===== config.mk =====
export PLATFORM = sky130hd
export DESIGN_NAME = uart_rx
export DESIGN_NICKNAME = d
export VERILOG_FILES = /design/src/rtl/uart_defs.sv /design/src/rtl/sync_2ff.sv /design/src/rtl/uart_rx.sv
export SDC_FILE = /design/constraint.sdc
export NUM_CORES = 1
export LEC_CHECK = 0
export ABC_CLOCK_PERIOD_IN_PS = 3000
export CAP_MARGIN = 20
export CORE_UTILIZATION = 45
export DETAILED_ROUTE_END_ITERATION = 16
export HOLD_SLACK_MARGIN = 0.03
export PLACE_DENSITY_LB_ADDON = 0.05
export SLEW_MARGIN = 5
export SYNTH_ARGS = -nofsm -noshare
export SYNTH_HDL_FRONTEND = slang
export SYNTH_SLANG_ARGS = --single-unit

===== constraint.sdc =====
create_clock -name i_clk -period 3 [get_ports i_clk]
set_clock_uncertainty 0.05 [all_clocks]
set_input_delay 0.45 -clock i_clk [delete_from_list [all_inputs] [get_ports i_clk]]
set_output_delay 0.45 -clock i_clk [all_outputs]
set_load 0.05 [all_outputs]

===== src/rtl/uart_defs.sv =====
// rtl/uart_defs.sv - shared UART constants and receiver FSM state encoding
package uart_defs;

    localparam int CLK_FREQ_HZ          = 100_000_000;
    localparam int BAUD_RATE            = 9600;
    localparam int DEFAULT_CLKS_PER_BIT = 10417;

    typedef enum logic [2:0] {
        ST_IDLE      = 3'd0,
        ST_START     = 3'd1,
        ST_DATA      = 3'd2,
        ST_STOP      = 3'd3,
        ST_WAIT_IDLE = 3'd4
    } rx_state_t;

endpackage


===== src/rtl/sync_2ff.sv =====
// rtl/sync_2ff.sv - two-flop synchroniser for asynchronous single-bit inputs
module sync_2ff #(
    parameter logic RESET_VAL = 1'b1
) (
    input  logic i_clk,
    input  logic i_rst,
    input  logic i_d,
    output logic o_q
);

    logic r_meta;
    logic r_q;

    always_ff @(posedge i_clk) begin
        if (i_rst) begin
            r_meta <= RESET_VAL;
            r_q    <= RESET_VAL;
        end else begin
            r_meta <= i_d;
            r_q    <= r_meta;
        end
    end

    assign o_q = r_q;

endmodule


===== src/rtl/uart_rx.sv =====
// rtl/uart_rx.sv - 8N1 UART receiver with mid-bit sampling and framing-error detection
module uart_rx
    import uart_defs::*;
#(
    parameter int CLKS_PER_BIT = DEFAULT_CLKS_PER_BIT
) (
    input  logic       i_clk,
    input  logic       i_rst,
    input  logic       i_serialRX,
    output logic [7:0] o_data,
    output logic       o_valid,
    output logic       o_frameErr,
    output logic       o_busy
);

    localparam int HALF  = CLKS_PER_BIT / 2;
    localparam int CNT_W = $clog2(CLKS_PER_BIT);
    localparam logic [CNT_W-1:0] HALF_M1 = CNT_W'(HALF - 1);
    localparam logic [CNT_W-1:0] BIT_M1  = CNT_W'(CLKS_PER_BIT - 1);

    logic             w_rx_s;
    rx_state_t        r_state;
    logic [CNT_W-1:0] r_cnt;
    logic [2:0]       r_bit_idx;
    logic [7:0]       r_shift;
    logic [7:0]       r_data;
    logic             r_valid;
    logic             r_frame_err;
    logic             r_busy;

    sync_2ff #(.RESET_VAL(1'b1)) u_sync (
        .i_clk (i_clk),
        .i_rst (i_rst),
        .i_d   (i_serialRX),
        .o_q   (w_rx_s)
    );

    always_ff @(posedge i_clk) begin
        if (i_rst) begin
            r_state     <= ST_IDLE;
            r_cnt       <= '0;
            r_bit_idx   <= '0;
            r_shift     <= '0;
            r_data      <= 8'h00;
            r_valid     <= 1'b0;
            r_frame_err <= 1'b0;
            r_busy      <= 1'b0;
        end else begin
            r_valid     <= 1'b0;
            r_frame_err <= 1'b0;
            case (r_state)
                ST_IDLE: begin
                    r_cnt <= '0;
                    if (!w_rx_s) begin
                        r_state <= ST_START;
                        r_busy  <= 1'b1;
                    end
                end
                ST_START: begin
                    // A line that is high again at mid-start was only a glitch
                    if (r_cnt == HALF_M1) begin
                        r_cnt <= '0;
                        if (w_rx_s) begin
                            r_state <= ST_IDLE;
                            r_busy  <= 1'b0;
                        end else begin
                            r_state   <= ST_DATA;
                            r_bit_idx <= '0;
                        end
                    end else begin
                        r_cnt <= r_cnt + CNT_W'(1);
                    end
                end
                ST_DATA: begin
                    if (r_cnt == BIT_M1) begin
                        r_cnt   <= '0;
                        r_shift <= {w_rx_s, r_shift[7:1]};
                        if (r_bit_idx == 3'd7) begin
                            r_state <= ST_STOP;
                        end else begin
                            r_bit_idx <= r_bit_idx + 3'd1;
                        end
                    end else begin
                        r_cnt <= r_cnt + CNT_W'(1);
                    end
                end
                ST_STOP: begin
                    // Leaving at mid-stop lets an immediately following start edge be caught
                    if (r_cnt == BIT_M1) begin
                        r_cnt <= '0;
                        if (w_rx_s) begin
                            r_data  <= r_shift;
                            r_valid <= 1'b1;
                            r_state <= ST_IDLE;
                            r_busy  <= 1'b0;
                        end else begin
                            r_frame_err <= 1'b1;
                            r_state     <= ST_WAIT_IDLE;
                        end
                    end else begin
                        r_cnt <= r_cnt + CNT_W'(1);
                    end
                end
                ST_WAIT_IDLE: begin
                    r_cnt <= '0;
                    if (w_rx_s) begin
                        r_state <= ST_IDLE;
                        r_busy  <= 1'b0;
                    end
                end
                default: begin
                    r_state <= ST_IDLE;
                    r_cnt   <= '0;
                    r_busy  <= 1'b0;
                end
            endcase
        end
    end

    assign o_data     = r_data;
    assign o_valid    = r_valid;
    assign o_frameErr = r_frame_err;
    assign o_busy     = r_busy;

endmodule


Word level (Yosys, flattened, before mapping)
Index checks and enable logic that the tools add are counted.
- input bits: 3
- output and inout port bits: 11
- flip-flop bits (word level): 41
- muxes and demuxes: 24
- equality and inequality tests: 15
- add/subtract/negate cells: 2
- reduce and logical (&&, ||, !) cells: 9
- bitwise operators: 3
- operators with widths (operator ; number):
    3-bit two-way mux ; 11
    14-bit two-way mux ; 2
    14-bit one-hot mux with 2 select lines ; 1
    3-bit one-hot mux with 5 select lines ; 1
    14-bit by 1-bit adder with 14-bit output (second input constant) ; 1
    14-bit by 13-bit equality test with 1-bit output (second input constant) ; 1
    14-bit equality test (second input constant) ; 1
    2-bit != test (second input constant) ; 7
    3-bit by 2-bit equality test with 1-bit output (second input constant) ; 2
    3-bit equality test (second input constant) ; 2
    1-bit two-way mux ; 6
    3-bit one-hot mux with 2 select lines ; 1
    6-bit AND reduction ; 1
    1-bit one-hot mux with 5 select lines ; 1
    5-bit AND reduction ; 1
    4-bit AND reduction ; 1
    3-bit by 1-bit adder with 3-bit output (second input constant) ; 1
    3-bit by 1-bit equality test with 1-bit output (second input constant) ; 1
    3-bit zero test ; 1
    1-bit inverter ; 3
    3-bit AND reduction ; 1
    3-bit OR reduction ; 1
    2-bit two-way mux ; 1
    2-bit by 1-bit != test with 1-bit output (second input constant) ; 1
    3 further kinds ; 3

Depth between registers and ports, before layout
Gate-level depths: netlist (run 1).
- word-level depth: 4
- mapped depth: 8

By module
A second synthesis (run 1) with hierarchy kept.
- cells, all modules: 193
- area, all modules: 1780.5 um2
- modules (own cells, without submodules) (module ; area each (um2) ; instances ; cells each ; seq. area each (um2)):
    uart_rx ; 1727.9 ; 1 ; 189 ; 780.7
    sync_2ff ; 52.6 ; 1 ; 4 ; 40.0

Worst setup path after synthesis (run 1)
Ideal clock, no wire load.
- kind: flip-flop to flip-flop
- start: register r_cnt[0]
- end: register r_bit_idx[1]
- path slack: 1403 ps
- cell stages (with the launch flop): 8
- library setup time: 135 ps
- data required time: 2815 ps
- arrival time: 1412 ps
- path through: dfxtp_1 inv_1 ha_1 and4b_1 and4_1 buf_4 a21oi_1 o221ai_1
- cells in the longest elaborated chain, start to end: 3
- ends and longest elaborated chain (item ; RTL line ; source):
    start: declaration ; uart_rx.sv:23 ; logic [CNT_W-1:0] r_cnt;
    start signal: assignment ; uart_rx.sv:71 ; r_cnt <= r_cnt + CNT_W'(1);
    start signal: assignment ; uart_rx.sv:84 ; r_cnt <= r_cnt + CNT_W'(1);
    start signal: assignment ; uart_rx.sv:101 ; r_cnt <= r_cnt + CNT_W'(1);
    14-bit equality test / 14-bit by 13-bit equality test with 1-bit output (equally long branches) ; uart_rx.sv:75, uart_rx.sv:61 ;
    2-bit != test (no source line) ; - ;
    5-bit AND reduction (no source line) * ; - ;
    end signal: assignment ; uart_rx.sv:81 ; r_bit_idx <= r_bit_idx + 3'd1;
    end: declaration ; uart_rx.sv:24 ; logic [2:0] r_bit_idx;
Mark *: on every way between the ends. The rest lies on a longest branch, timed or not.
A chain may end at the register's enable or synchronous reset.

Worst setup path in the final report (run 1)
- start: register r_cnt[3]
- end: register r_busy (netlist: o_busy)
- cells in the longest elaborated chain, start to end: 3
- ends and longest elaborated chain (item ; RTL line ; source):
    14-bit equality test / 14-bit by 13-bit equality test with 1-bit output (equally long branches) ; uart_rx.sv:89, uart_rx.sv:61 ;
    2-bit != test (no source line) ; - ;
    4-bit AND reduction (no source line) * ; - ;
    end signal: assignment ; uart_rx.sv:95 ; r_busy <= 1'b0;
    end signal: assignment ; uart_rx.sv:108 ; r_busy <= 1'b0;
    end signal: assignment ; uart_rx.sv:114 ; r_busy <= 1'b0;
    end: declaration ; uart_rx.sv:29 ; logic r_busy;
Marked as above.

==> results of run 1 <==
## critical path: cells and delay by family (launching register included)
family	cells	cell delay, ns
and+or+nand+nor	2	1.09
AOI/OAI and AO/OA	2	0.46
DFF	1	0.39
## sequential cells by signal, summed over array words and instances, names as in the netlist
register / cells
o_busy: 1
o_data: 8
o_frameErr: 1
o_valid: 1
r_bit_idx: 3
r_cnt: 14
r_shift: 8
r_state: 3
u_sync.o_q: 1
u_sync.r_meta: 1
## worst max-delay path by stage
stage,start,end,slack (ns)
floorplan,r_cnt[0]$_SDFF_PP0_,r_bit_idx[1]$_SDFFE_PP0P_,1.40
finish,r_cnt[3]$_SDFF_PP0_,o_busy$_SDFFE_PP0P_,0.89
global placement,r_cnt[3]$_SDFF_PP0_,o_busy$_SDFFE_PP0P_,1.03
detailed placement,r_cnt[3]$_SDFF_PP0_,o_busy$_SDFFE_PP0P_,0.93
CTS,r_cnt[3]$_SDFF_PP0_,o_busy$_SDFFE_PP0P_,0.92
global route,r_cnt[11]$_SDFF_PP0_,o_busy$_SDFFE_PP0P_,0.72
## cell families after synthesis
group	after synthesis	synth area share
simple gates	88	0.269
buf+inv	25	0.0594
xor+xnor	11	0.0497
flops	41	0.424
fa+ha+maj	4	0.0258
compound gates	55	0.172
## layout by cell type, fill, tap and decap left out, types with 10 or more instances in the layout
master / count
sky130_fd_sc_hd__nand3_1: 19
sky130_fd_sc_hd__dfxtp_1: 41
sky130_fd_sc_hd__a21oi_1: 20
sky130_fd_sc_hd__nor3_1: 19
sky130_fd_sc_hd__o21ai_1: 12
sky130_fd_sc_hd__clkdlybuf4s50_1: 13
sky130_fd_sc_hd__nand2_1: 10
## layer usage
metal,GRT usage,part of all wire
met1,0.236,0.46
met2,0.338,0.49
met3,0.0557,0.037
met4,0.0798,0.011
met5,0,0
## per-stage QoR
step | instance area, um2 | util | hold WS [ns] | worst slack, ns | instances
floorplan | 1940 | - | 0.339 | 1.40 | 224
global placement | 2060 | 0.508 | 0.341 | 1.03 | 272
detailed placement | 2060 | 0.508 | 0.352 | 0.926 | 272
CTS | 2140 | 0.528 | 0.369 | 0.917 | 280
global route | 2140 | 0.528 | 0.402 | 0.715 | 280
finish | 2140 | 0.528 | 0.366 | 0.889 | 280
## power by group
part	leakage (nW)	switching, W	internal, W
clock	0.0450	0.000181	0.000161
combinational	0.291	0.0000277	0.0000138
sequential	0.331	0.00000585	0.000548
## cell type report
type	instances	share of cell area
Multi-Input combinational cell	158	0.467
Tap cell	50	0.0292
Clock inverter	2	0.00467
Inverter	8	0.0140
Sequential cell	41	0.383
Clock buffer	6	0.0339
Timing Repair Buffer	15	0.0678
==> reports/results.txt, run 1 <==
The routed length per placed instance is 14.1 um, and the number of fill cells is 373. The tools report the static leakage as 0.667 nW. Clock latency of the later-clocked register in the worst-skew pair: 0.29 ns. The die covers 4570 um2. Data required time at the worst endpoint: 3.12 ns. By area the synthesized netlist is led by sky130_fd_sc_hd__dfxtp_1, sky130_fd_sc_hd__a21oi_1, sky130_fd_sc_hd__nand3_1, sky130_fd_sc_hd__nor3_1, sky130_fd_sc_hd__xnor2_1. The most repeated cell in the gate-level netlist after synthesis is sky130_fd_sc_hd__dfxtp_1. Reg-to-reg endpoint: o_busy$_SDFFE_PP0P_. Summing over every cut layer, the via total after detailed routing is 1648. The run gives 1940 um2 as the cell area after synthesis. The maximum fanout encountered on the critical timing path is 22. The tools report the number of resized instances in the post-cts repair step as 0.

The remaining global-route overflow came out at 0. Die height: 67.6 um. The HPWL after detailed placement is 2770 um. The count of max-cap constraint violations came out at 0. The via density per instance was 5.89; the multi-input combinational cell area was 1000 um2. In this run, the number of DRC markers left after iteration 0 of detailed routing was 173. Final cycle utilization of the critical path: 0.704.

The critical path is of the reg -> reg type. The tools report the total of hold buffers inserted after clock tree synthesis as 0. For hold timing, the worst endpoint is u_sync.o_q$_SDFF_PP1_.

The number of setup buffers added after CTS is 0, and the total I/O pin count is 14. The tools report the sort of element at the end of the critical path as a register. The via count of the first global-routing pass is 1523. The setup check on the worst reg-to-reg path leaves a slack of 0.89 ns. The largest single stage delay on the critical path is 0.74 ns. The fraction of layout instances using a drive strength above 1 was 0.0783; the clock edge transition at the registers on the reported setup and hold paths was 0.07 ns. The global-route usage over all layers is 0.200, and the measured slew at the worst slew-check pin is 0.884 ns. Antenna diode count: 0.

The final estimated routing congestion in global placement is 0.883. The first TritonRoute pass finished after 4 iterations. The cell depth of the worst min-delay path was 1. In this run the remaining antenna-violating nets after routing total 0.

TritonCTS built the clock tree. The mean instance size in the synthesized netlist is 8.65 um2. The kind of launch point of the worst setup path was a register. For the global-route wire length before repair, the log shows 6800 um. The flip-flop cell with the highest count after synthesis is sky130_fd_sc_hd__dfxtp_1. The tree is rooted in a sky130_fd_sc_hd__clkbuf_8. The number of clock buffers added by TritonCTS is 5. Proportion of synthesized flip-flops having asynchronous set or reset: 0. The flow ran to the end, and the final reports show no timing, DRC or antenna violations. In this run the most critical hold path is launched from u_sync.r_meta$_SDFF_PP1_. By count the netlist is led by sky130_fd_sc_hd__dfxtp_1, sky130_fd_sc_hd__a21oi_1, sky130_fd_sc_hd__nand3_1, sky130_fd_sc_hd__nor3_1, sky130_fd_sc_hd__o21ai_1. Setup violations remaining at the end of the flow were counted as 0. Timing would allow up to 474 MHz. The number of pins with negative max-slew slack in the final report is 0, and the share of the synthesized area in the top cell type is 0.424. The run gives 0.406 as the remaining max-slew budget at the tightest pin. The startpoint identified for the worst register-to-register timing path is r_cnt[3]$_SDFF_PP0_. The total power is 0.000937 W, and the H-tree depth is 2.

Entering global routing, the biggest net connects 23 pins. The tools report the final-layout setup total negative slack as 0 ns. In this run the horizontal extent of the chip is 67.6 um. The post-layout minimum cycle time is 2.11 ns, and the power density normalized to cell area is 438 nW/um2. The final number of hold-violating endpoints is 0, and the starting utilization of the core area is 0.477. The run gives 0 as the number of remaining DRC errors.

Setup repair after global routing left no endpoint under its margin. The master of the slowest instance on the critical path was sky130_fd_sc_hd__and4_1. The final layout contains 236 nets. The region available for standard cell placement spans 4060 um2.

The worst hold path class was reg -> reg. Register cell area after layout: 821 um2. The synthesized design spends more area on one cell type than any other, namely sky130_fd_sc_hd__dfxtp_1. The tools report the proportion of synthesized chip area in sequential cells as 0.424.

Synthesis inferred 41 register bits. The Yosys step of the flow raised 0 warnings. The worst register-to-register path has a depth of 4. When the netlist entered floorplanning its net count stood at 231.

Wires add up to 3950 um. The tools report the initial antenna violation count as 0. The run gives 0.000205 V as the peak supply drop. Walking the worst path, the cells encountered are nor4b_4, and4_1, o22ai_1, o31a_1. In this run the core area contains 23 standard-cell rows. The arrival time of the worst setup path is 2.24 ns. The relative area change from synthesis to final layout came out at 10.6%.

Clock tree synthesis found a total of 41 sinks. Counting flops with a built-in enable in the synthesized netlist gives 0. The clock passes through at most 2 buffers. The count of buffers inserted at the top-level ports was 13.

The logs give 224 for the number of instances in the synthesized netlist and 40 for the post-synthesis cell type count.
(Power assumes the default switching activity.)
==> run 2: changes to the inputs <==
--- a/config.mk
+++ b/config.mk
@@ -5,7 +5,7 @@
 export SDC_FILE = /design/constraint.sdc
 export NUM_CORES = 1
 export LEC_CHECK = 0
-export ABC_CLOCK_PERIOD_IN_PS = 3000
+export ABC_CLOCK_PERIOD_IN_PS = 2200
 export CAP_MARGIN = 20
 export CORE_UTILIZATION = 45
 export DETAILED_ROUTE_END_ITERATION = 16
==> constraint.sdc (replaced) <==
create_clock -name i_clk -period 2.2 [get_ports i_clk]
set_clock_uncertainty 0.05 [all_clocks]
set_input_delay 0.33 -clock i_clk [delete_from_list [all_inputs] [get_ports i_clk]]
set_output_delay 0.33 -clock i_clk [all_outputs]
set_load 0.05 [all_outputs]
==> reports/results.txt, run 2 (synthesized netlist as in run 1, its figures left out) <==
The antenna diode count came out at 0 (unchanged). The final-layout setup total negative slack is 0 ns (unchanged). The worst path in the final design needs a cycle of 1.83 ns, including I/O delays and setup. The overall routed net length was 4020 um (+1.7%); the worst stage delay on the critical path was 0.81 ns (+0.07 ns).

Uppermost layer routed: met4. The number of buffer and inverter instances along the worst setup path is 1 (+1), and the clock latency of the later-clocked register in the worst-skew pair is 0.30 ns (about the same). For the number of remaining DRC errors, the log shows 0 (unchanged). Grouping stages by cell kind, the critical path spends the most delay in buffers and inverters. Worst hold path class: reg -> reg.

The arrival time of the worst setup path was 1.45 ns (-0.79 ns); the area of the core was 4060 um2 (unchanged). The run gives 4570 um2 (unchanged) as the overall die area. The static leakage came out at 0.696 nW (+4.3%).

The via density per instance is 5.80 (-1.4%), and the routed length per placed instance is 14.2 um (+0.67%). The power density normalized to cell area is 656 nW/um2 (+50%). Most common cell after layout, fill and taps aside: sky130_fd_sc_hd__dfxtp_1. The iteration count of the initial detailed-routing pass was 4 (unchanged). The kind of launch point of the worst setup path is a register. The fraction of layout instances using a drive strength above 1 is 0.0901 (+0.0119). TritonCTS built the clock tree. The run gives 239 (+1.3%) as the number of nets in the final layout.

For the H-tree depth, the log shows 2 (unchanged). Total I/O pin count: 14 (unchanged). The worst setup path is of the reg -> out kind. Relative area change from synthesis to final layout: 13.5%.

The number of setup buffers added after CTS is 0 (unchanged). Number of pins with negative max-slew slack in the final report: 0 (unchanged). For the remaining global-route overflow, the log shows 0 (unchanged).

For the routed wire length on met2, the log shows 1940 um (+0.26%). The run gives 0 (unchanged) as the total of hold buffers inserted after clock tree synthesis. The sort of element at the end of the critical path was a primary output. The peak supply drop is 0.000446 V (+120%), and the starting utilization of the core area is 0.477 (unchanged). The final number of hold-violating endpoints was 0 (unchanged); the final cycle utilization of the critical path was 0.834.

The flow ran to the end, and the final reports show no timing, DRC or antenna violations. The clock edge transition at the registers on the reported setup and hold paths is 0.07 ns (about the same), and the site row count is 23 (unchanged). The register bank with the most flops was r_cnt.

The tools report the total power as 0.00144 W (+54%). The count of buffers inserted at the top-level ports was 13 (unchanged); the number of resized instances in the post-cts repair step was 0 (unchanged). The total via count in the routed design was 1642 (-0.36%); the horizontal die dimension was 67.6 um (unchanged).

The maximum fanout encountered on the critical timing path was 3 (-86%); the number of failing setup endpoints in the final timing report was 0 (unchanged). The die height came out at 67.6 um (unchanged). The top cell types in the final layout, fill and taps aside, are sky130_fd_sc_hd__dfxtp_1, sky130_fd_sc_hd__a21oi_1, sky130_fd_sc_hd__nand3_1, sky130_fd_sc_hd__nor3_1, sky130_fd_sc_hd__clkdlybuf4s50_1. The count of max-cap constraint violations was 0 (unchanged); the global-route wire length before repair was 6560 um (-3.6%). The run gives 0 (unchanged) as the initial antenna violation count. The measured slew at the worst slew-check pin came out at 0.538 ns (-0.347 ns).

The number of flip-flops under the largest register name came out at 14 (unchanged). The global-route usage over all layers was 0.197 (-0.00290); the final estimated routing congestion in global placement was 0.807 (-8.5%). For the wire length on met1, the log shows 1830 um (+0.55%).

The maximum number of pins on one net before global-route repair is 22 (-4.3%). For the sum of net half-perimeters after detailed placement, the log shows 2800 um (+0.90%). Among all stages on the critical path, the largest delay is contributed by sky130_fd_sc_hd__clkdlybuf4s50_1. The initial detailed-routing violation count is 117 (-32%), and the count of clock tree sinks is 41 (unchanged).

The number of fill cells was 363 (-2.7%). The tree is rooted in a sky130_fd_sc_hd__clkbuf_8. The met3 layer wire length in the routed design came out at 159 um (+7.4%). The remaining max-slew budget at the tightest pin is 0.638 (+0.232), and the number of antenna-violating nets in the routed design is 0 (unchanged). For the number of buffers between clock root and the deepest sink, the log shows 2 (unchanged). Setup repair after global routing left no endpoint under its margin. The clock buffer count from CTS came out at 5 (unchanged). Walking the worst path, the cells encountered are clkdlybuf4s50_1. Static timing analysis puts the maximum clock frequency at 545 MHz.

Data required time at the worst endpoint: 1.82 ns (-1.30 ns). Via count of the first global-routing pass: 1517 (-0.39%).
-- run 2: area by class of cell --
cell class	instances	area, um2	area share
clock buffers	7	86.3	0.0393
inverters	8	30.0	0.0137
flip-flops and latches	41	821	0.373
repair buffers	18	168	0.0763
multi-input cells	158	1000	0.455
well taps	50	62.6	0.0285
clock inverters	1	30.0	0.0137
-- run 2: path summary, 6_finish.rpt --
| kind | start | to | slack [ns] | depth (start not counted) |
|---|---|---|---|---|
| max | o_busy$_SDFFE_PP0P_ | o_busy | 0.37 | 1 |
| min | u_sync.r_meta$_SDFF_PP1_ | u_sync.o_q$_SDFF_PP1_ | 0.36 | 1 |
| max reg2reg | r_cnt[3]$_SDFF_PP0_ | r_shift[7]$_SDFFE_PP0P_ | 0.46 | 5 |
| min reg2reg | u_sync.r_meta$_SDFF_PP1_ | u_sync.o_q$_SDFF_PP1_ | 0.36 | 1 |
-- run 2: where the power goes --
part / internal [W] / switching (W)
logic: 0.0000211 / 0.0000377
clock network: 0.000370 / 0.000258
registers: 0.000747 / 0.00000800
total: 0.00114 / 0.000304
-- run 2: layer usage --
metal | vias up | track usage
li1 | 826 | -
met1 | 767 | 0.231
met2 | 41 | 0.323
met3 | 8 | 0.0456
met4 | 0 | 0.120
met5 | - | 0
-- run 2: stage by stage --
stage / util / cells / area (um2) / worst slack (ns) / hold slack, ns
2_1_floorplan: - / 224 / 1940 / 0.603 / 0.339
3_3_place_gp: 0.513 / 275 / 2080 / 0.518 / 0.345
3_5_place_dp: 0.513 / 275 / 2080 / 0.430 / 0.350
4_1_cts: 0.542 / 283 / 2200 / 0.348 / 0.369
5_1_grt: 0.542 / 283 / 2200 / 0.309 / 0.385
6_report: 0.542 / 283 / 2200 / 0.365 / 0.365
